## src/rtl/cp_sync_tx.sv

```systemverilog
// Synchronous-to-micropipeline transmitter: buffers valid/ready words in a small FIFO
// and issues each one as a two-phase bundled-data transfer (req toggle, ack toggle).
module cp_sync_tx #(
    parameter int WIDTH     = 3,
    parameter int DEPTH     = 4,
    parameter int SETUP_CYC = 1
) (
    input  logic                     clk,
    input  logic                     rst,
    input  logic                     in_valid,
    output logic                     in_ready,
    input  logic [WIDTH-1:0]         in_data,
    output logic                     req_out,
    output logic [WIDTH-1:0]         data_out,
    input  logic                     ack_in,
    output logic                     busy,
    output logic [$clog2(DEPTH):0]   count,
    output logic                     err
);

    localparam int AW  = $clog2(DEPTH);
    localparam int CW  = AW + 1;
    localparam int SCW = (SETUP_CYC > 1) ? $clog2(SETUP_CYC) : 1;
    localparam logic [SCW-1:0] SETUP_LAST = SCW'(SETUP_CYC - 1);
    localparam logic [CW-1:0]  FULL       = CW'(DEPTH);

    typedef enum logic [1:0] {IDLE, SETUP, WAIT_ACK} state_t;

    state_t             state_reg;
    logic [WIDTH-1:0]   mem [DEPTH];
    logic [AW-1:0]      wr_ptr_reg;
    logic [AW-1:0]      rd_ptr_reg;
    logic [CW-1:0]      count_reg;
    logic [SCW-1:0]     setup_cnt_reg;
    logic               ack_s1;
    logic               ack_s2;
    logic               ack_prev;
    logic               req_reg;
    logic               err_reg;
    logic [WIDTH-1:0]   data_reg;
    logic               push;
    logic               pop;

    assign in_ready = (count_reg != FULL);
    assign push     = in_valid && in_ready;
    // The only pop point is the IDLE->SETUP load, so at most one word is in flight.
    assign pop      = (state_reg == IDLE) && (count_reg != '0);

    assign req_out  = req_reg;
    assign data_out = data_reg;
    assign count    = count_reg;
    assign err      = err_reg;
    assign busy     = (state_reg != IDLE) || (count_reg != '0);

    // Storage has no reset: flushing the pointers discards the contents.
    always_ff @(posedge clk) begin
        if (push) begin
            mem[wr_ptr_reg] <= in_data;
        end
    end

    always_ff @(posedge clk or negedge rst) begin
        if (!rst) begin
            wr_ptr_reg <= '0;
            rd_ptr_reg <= '0;
            count_reg  <= '0;
        end else begin
            if (push) begin
                wr_ptr_reg <= wr_ptr_reg + AW'(1);
            end
            if (pop) begin
                rd_ptr_reg <= rd_ptr_reg + AW'(1);
            end
            case ({push, pop})
                2'b10:   count_reg <= count_reg + CW'(1);
                2'b01:   count_reg <= count_reg - CW'(1);
                default: count_reg <= count_reg;
            endcase
        end
    end

    // ack_in comes from the self-timed side, so it is resynchronised before use.
    always_ff @(posedge clk or negedge rst) begin
        if (!rst) begin
            ack_s1   <= 1'b0;
            ack_s2   <= 1'b0;
            ack_prev <= 1'b0;
        end else begin
            ack_s1   <= ack_in;
            ack_s2   <= ack_s1;
            ack_prev <= ack_s2;
        end
    end

    always_ff @(posedge clk or negedge rst) begin
        if (!rst) begin
            state_reg     <= IDLE;
            req_reg       <= 1'b0;
            data_reg      <= '0;
            setup_cnt_reg <= '0;
            err_reg       <= 1'b0;
        end else begin
            // An ack edge outside WAIT_ACK is spurious or duplicated; flag it, never act on it.
            if ((ack_s2 != ack_prev) && (state_reg != WAIT_ACK)) begin
                err_reg <= 1'b1;
            end
            case (state_reg)
                IDLE: begin
                    if (count_reg != '0) begin
                        data_reg      <= mem[rd_ptr_reg];
                        setup_cnt_reg <= '0;
                        state_reg     <= SETUP;
                    end
                end
                SETUP: begin
                    setup_cnt_reg <= setup_cnt_reg + SCW'(1);
                    if (setup_cnt_reg == SETUP_LAST) begin
                        req_reg   <= ~req_reg;
                        state_reg <= WAIT_ACK;
                    end
                end
                WAIT_ACK: begin
                    if (ack_s2 == req_reg) begin
                        state_reg <= IDLE;
                    end
                end
                default: state_reg <= IDLE;
            endcase
        end
    end

endmodule
```

## config.mk

```make
export PLATFORM = sky130hd
export DESIGN_NAME = cp_sync_tx
export DESIGN_NICKNAME = d
export VERILOG_FILES = /design/src/rtl/cp_sync_tx.sv
export SDC_FILE = /design/constraint.sdc
export NUM_CORES = 1
export LEC_CHECK = 0
export CORE_UTILIZATION = 44
export DETAILED_ROUTE_END_ITERATION = 16
export GPL_TIMING_DRIVEN = 0
export PLACE_DENSITY = 0.66
export RECOVER_POWER = 100
export SLEW_MARGIN = 20
export SYNTH_ARGS = -nofsm -noshare
export SYNTH_HDL_FRONTEND = slang
export SYNTH_SLANG_ARGS = --single-unit
```

## constraint.sdc

```tcl
create_clock -name clk -period 3.1 [get_ports clk]
set_clock_uncertainty 0.15 [all_clocks]
set_input_delay 0.62 -clock clk [delete_from_list [all_inputs] [get_ports clk]]
set_output_delay 0.62 -clock clk [all_outputs]
set_load 0.01 [all_outputs]
```

==> flow_summary.ini, run 1 <==
[global_route]
gr-total-overflow = 0
gr-usage-all-layers_pct = 15.3
grt_max_degree = 19
grt_pass1_wl_um = 3330
antenna_found_initial = 0
grt_pass1_vias = 729

[synthesis]
synth.most_common_cell = dfrtp_1
synth_top_area_cell = dfrtp_1
synth_seq_area_share_pct = 64.6
synthAdderAreaFrac_pct = 6.58
synth_top_area_share_pct = 35.9
synth_common_cells = dfrtp_1, edfxtp_1, inv_1
synth_mux_area_share_pct = 10.1
synth_compound_area_share_pct = 2.49
synth_cell_types = 24
synthCells = 80
ys_ff_latch = 30
ys.flop_type = dfrtp_1
yosysWarnings = 0
synth_simple_gate_area_share_pct = 7.58
synth.avg_cell_area_um2 = 15.7
synth_top_family_by_area = multiplexers
syn_area_um2 = 1250
synthTopCellsByArea = dfrtp_1, edfxtp_1, mux4_2
synth_xor_area_share_pct = 6.28
async_reset_ff_share_pct = 60.0
synth-edff-count = 12
synth_nets = 93

[sta]
tns_ns = 0
hold_viol_final = 0
max_freq_ghz = 0.380
setup_violations = 0
tightest_slew_ns = 0.793
worst_slack_ns = 0.470
slew_headroom_pct = 46.9
rsz0062_at_grt = no
drv_slew = 0
fin_crit_sh_pct = 84.8
post-route-min-period_ns = 2.63

[setup_path]
reg2reg_depth = 9
cp.required_ns = 2.33
r2r-end = count[2]
r2r_slack_ns = 0.61
start_kind = flip-flop
path_class = flip-flop to primary output
worstSetupEndpointType = primary output
cp_max_fo = 6
critPathArrivalTime_ns = 1.86
r2r_start = count[0]

[place]
gp_congestion = 0.666
io_buffers = 16
pre_cts_ws_ns = 0.538
dp_hpwl_um = 1350

[finish]
final_nets = 116
drive_above_1_share_pct = 13.5
largest_register_ffs = 12
final_core_util_pct = 54.6
area_growth_pct = 18.9
antenna_cells = 0
fillCellCount = 245

[clock_tree]
clkLatencyLatePin_ns = 0.32
root_buffer = clkbuf_4
ctsResizeCount = 0
cts_tree = yes
clk_path_buf_depth = 2
postCtsHoldBufs = 0
cts.sinks = 30
clkTransAtPathRegs_ns = 0.09
postCtsSetupRepairBufs = 0
cts_htree_levels = 2
cts_made_buffers = 5

[power_and_ir_drop]
combPwrFrac_pct = 40.1
ir_worst_vdd_mv = 0.654
p_per_area_nw_per_um2 = 968
switchingPower_uw = 488
power.share.clock_pct = 14.6
p_int_uw = 957
leakagePower_nw = 0.617
sw_frac_of_total_pct = 33.8
power_mw = 1.45
seqPwrFrac_pct = 45.4

[detailed_routing]
viasPerCell = 5.16
drt-pass1-iter-count = 4
dr_total_vias = 696
drc_errors = 0
dr.first_iter.drc_count = 22
detail-route-antenna-nets = 0
avgRoutedWirePerCell_um = 14.1
wl_um = 1910

[floorplan]
core_area_um2 = 2730
die-area_um2 = 3070
initial_core_util_pct = 45.9
io_pins = 17
die_x_um = 55.4
fp.dieH_um = 55.4
rows = 19

[run_status]
status = complete, no violations

[worst_hold_path]
whs_path_depth = 0
holdPathEnd = ack_s2
hold_path.class = flip-flop to flip-flop
min_from = ack_s1

[run]
maxCapViolCount = 0
## cells by family after synthesis
group	Yosys count
XOR/XNOR	9
flip-flops	30
AND/OR/NAND/NOR	14
multiplexers	8
adder cells (fa/ha/maj)	6
AO/OA/AOI/OAI	5
buffers and inverters	8
## area by class of cell
class                   instances  area (um^2)  share of cell area [%]
inverters                       8         30.0                    2.01
well taps                      31         38.8                    2.60
clock buffers                   8         48.8                    3.27
repair buffers                 16          160                    10.7
multi-input cells              42          404                    27.1
flip-flops and latches         30          811                    54.3
## critical path, cell delays in order (launching register included)
cell and delay (ns):
dfrtp_1 0.43, or3b_1 0.47, dlygate4sd3_1 0.64
## worst max path at each step
stage / startpoint / to / slack [ns] / cells after the start
2_1_floorplan: count[0] / count[2] / 0.80 / 9
3_3_place_gp: in_valid / count[2] / 0.54 / 9
3_5_place_dp: in_valid / count[2] / 0.54 / 9
4_1_cts: count[0] / busy / 0.57 / 3
5_1_grt: count[0] / in_ready / 0.37 / 2
6_report: count[0] / in_ready / 0.47 / 2
## metal layers
layer  vias to the layer above  global-route usage, %  share of wire, %
met2                        14                   22.4                46
met1                       345                   17.8                47
li1                        329                      -                 -
met4                         0                   12.9               3.6
met3                         8                   5.39               3.9
met5                         -                      0                 0
## power by group through the flow
stage / Clock (mW) / Combinational, mW / Sequential (mW)
floorplan: 0 / 0.390 / 0.668
global placement: 0 / 0.586 / 0.665
detailed placement: 0 / 0.605 / 0.671
CTS: 0.220 / 0.619 / 0.662
global route: 0.237 / 0.645 / 0.676
finish: 0.210 / 0.579 / 0.655
## per-stage QoR
stage / hold WS (ns) / std cells / instance area, um^2
after floorplan: 0.174 / 80 / 1250
after global placement: 0.188 / 127 / 1450
after detailed placement: 0.193 / 127 / 1450
after CTS: 0.213 / 135 / 1500
after global routing: 0.214 / 135 / 1490
final: 0.213 / 135 / 1490
## placed cells by master, fill, tap and decap left out, types with 2 or more instances in the layout
| cell type | netlist | routed |
|---|---|---|
| xnor2_1 | 4 | 4 |
| nand2_1 | 2 | 2 |
| clkbuf_1 | 0 | 3 |
| ha_1 | 5 | 5 |
| dfrtp_1 | 18 | 18 |
| clkbuf_4 | 0 | 5 |
| edfxtp_1 | 12 | 12 |
| mux2_2 | 3 | 3 |
| inv_1 | 8 | 8 |
| nor2_1 | 2 | 2 |
| o21ai_0 | 2 | 2 |
| mux4_2 | 3 | 3 |
| xor2_1 | 5 | 5 |
| and3_1 | 0 | 4 |
| dlygate4sd3_1 | 0 | 15 |
(Power assumes the default switching activity.)
==> inputs of run 2 (changes only) <==
--- a/config.mk
+++ b/config.mk
@@ -8,7 +8,7 @@
 export CORE_UTILIZATION = 44
 export DETAILED_ROUTE_END_ITERATION = 16
 export GPL_TIMING_DRIVEN = 0
-export PLACE_DENSITY = 0.66
+export PLACE_DENSITY = 0.69
 export RECOVER_POWER = 100
 export SLEW_MARGIN = 20
 export SYNTH_ARGS = -nofsm -noshare
==> constraint.sdc (replaced) <==
create_clock -name clk -period 2.24 [get_ports clk]
set_clock_uncertainty 0.15 [all_clocks]
set_input_delay 0.448 -clock clk [delete_from_list [all_inputs] [get_ports clk]]
set_output_delay 0.448 -clock clk [all_outputs]
set_load 0.01 [all_outputs]
==> run 2 against run 1 <==
- clock power rose by 39%
- flip-flop and latch count did not move
- cell area rose by 7.5%
- critical path depth rose by 7
- cell count rose by 6.7%
- routed wire length rose by 0.26%
- first-iteration DRC count fell by 59%
- clock-buffer cell count did not move
- total power rose by 53%
- highest routed layer unchanged
==> flow_summary.ini, run 2 (synthesis results as in run 1) <==
[finish]
antenna_cells = 0
mostFrequentLayoutCell = dfrtp_1
layout_common_cells = dfrtp_1, edfxtp_1, clkdlybuf4s50_1, buf_4, inv_1
fillCellCount = 218
final_area_um2 = 1610
area_growth_pct = 27.9
largest_register_ffs = 12
final-instance-count-excl-fill = 144
final_nets = 125
drive_above_1_share_pct = 31.0
final_core_util_pct = 58.7

[setup_path]
start_kind = flip-flop
path_class = flip-flop to flip-flop
worstSetupEndpointType = flip-flop
cp.required_ns = 2.29
cp_max_fo = 4
critPathArrivalTime_ns = 2.27

[detailed_routing]
viasPerCell = 5.08
dr_total_vias = 731
drc_errors = 0
wl_um = 1910
detail-route-antenna-nets = 0
dr.first_iter.drc_count = 9
drt-pass1-iter-count = 4
avgRoutedWirePerCell_um = 13.3

[run_status]
status = complete, no violations

[power_and_ir_drop]
p_int_mw = 1.48
seqPwrFrac_pct = 41.7
power_mw = 2.21
power.share.clock_pct = 13.2
combPwrFrac_pct = 45.1
leakagePower_nw = 0.670
ir_worst_vdd_mv = 1.08
sw_frac_of_total_pct = 32.9
p_per_area_nw_per_um2 = 1370
switchingPower_uw = 725

[worst_hold_path]
hold_path.class = flip-flop to flip-flop

[place]
dp.cells = 127
pre_cts_ws_ns = -0.137
post_dp_cell_area_um2 = 1460
gp_congestion = 0.699
io_buffers = 16
dp_hpwl_um = 1310

[clock_tree]
cts_htree_levels = 2
cts_tree = yes
cts.sinks = 30
cts_made_buffers = 5
clk_path_buf_depth = 2
postCtsHoldBufs = 0
root_buffer = clkbuf_4
clkLatencyLatePin_ns = 0.32
clkTransAtPathRegs_ns = 0.08

[global_route]
antenna_found_initial = 0
grt_pass1_wl_um = 3210
gr-total-overflow = 0
grt_pass1_vias = 705
grt_max_degree = 19
gr-usage-all-layers_pct = 14.1

[sta]
whs_ns = 0.215
rsz0062_at_grt = yes
tightest_slew_ns = 0.794
setup_violations = 0
slew_headroom_pct = 46.9
max_freq_ghz = 0.451
hold_viol_final = 0
tns_ns = 0
fin_crit_sh_pct = 99.0
worst_slack_ns = 0.0215
post-route-min-period_ns = 2.22
drv_slew = 0

[floorplan]
io_pins = 17
die_x_um = 55.4
rows = 19
fp.dieH_um = 55.4
die-area_um2 = 3070
core_area_um2 = 2730
initial_core_util_pct = 45.9

[run]
maxCapViolCount = 0
[run 2: changes by cell type in the layout (fill, tap and decap cells not counted), moves of 2 or more]
| cell | delta |
|---|---|
| and3_1 | -4 |
| and3_2 | +4 |
| buf_4 | +9 |
| clkdlybuf4s50_1 | +9 |
| dlygate4sd3_1 | -11 |
| inv_1 | -2 |
| inv_2 | +2 |
| nor3_4 | +2 |
[run 2: per-layer routing]
layer / part of all wire [%] / vias up / track usage [%]
li1: - / 345 / -
met1: 47 / 362 / 18.4
met2: 46 / 18 / 20.1
met3: 3.9 / 6 / 4.92
met4: 2.9 / 0 / 8.57
met5: 0 / - / 0
[run 2: layout make-up]
| class | count | area [um^2] | area share, % |
|---|---|---|---|
| Multi-Input combinational cell | 42 | 447 | 27.8 |
| Tap cell | 31 | 38.8 | 2.42 |
| Timing Repair Buffer | 25 | 229 | 14.3 |
| Inverter | 8 | 30.0 | 1.87 |
| Clock buffer | 8 | 48.8 | 3.04 |
| Sequential cell | 30 | 812 | 50.6 |
[run 2: path summary, 6_finish.rpt]
path	startpoint	endpoint	slack (ns)	cells after the start
setup / recovery	count[0]	count[2]	0.02	9
hold / removal	ack_s1	ack_s2	0.21	0
setup reg to reg	count[0]	count[2]	0.02	9
hold reg to reg	ack_s1	ack_s2	0.21	0
max in group asynchronous	rst	count[0]	0.95	1
min in group asynchronous	rst	state_reg[0]	0.44	1
[run 2: what timing repair did]
action,in CTS,in global routing
pin swaps,0,5
gates cloned,0,0
setup buffers,4,5
setup endpoints to repair,3,2
gates resized for setup,5,3
[run 2: worst max-delay path, cell delays in order (launching register included)]
cell	delay, ns
dfrtp_2	0.44
or3b_4	0.42
and2_4	0.16
inv_2	0.06
ha_4	0.14
inv_2	0.04
fa_2	0.32
xor2_1	0.16
nor2_1	0.07
xor2_1	0.15
[run 2: power groups by stage]
| stage | clock [mW] | combinational, mW | sequential, mW |
|---|---|---|---|
| final | 0.292 | 0.995 | 0.920 |
| after global placement | 0 | 0.817 | 0.922 |
| after CTS | 0.301 | 0.916 | 0.918 |
| after floorplan | 0 | 0.549 | 0.926 |
| after global routing | 0.333 | 1.08 | 0.950 |
| after detailed placement | 0 | 0.835 | 0.932 |
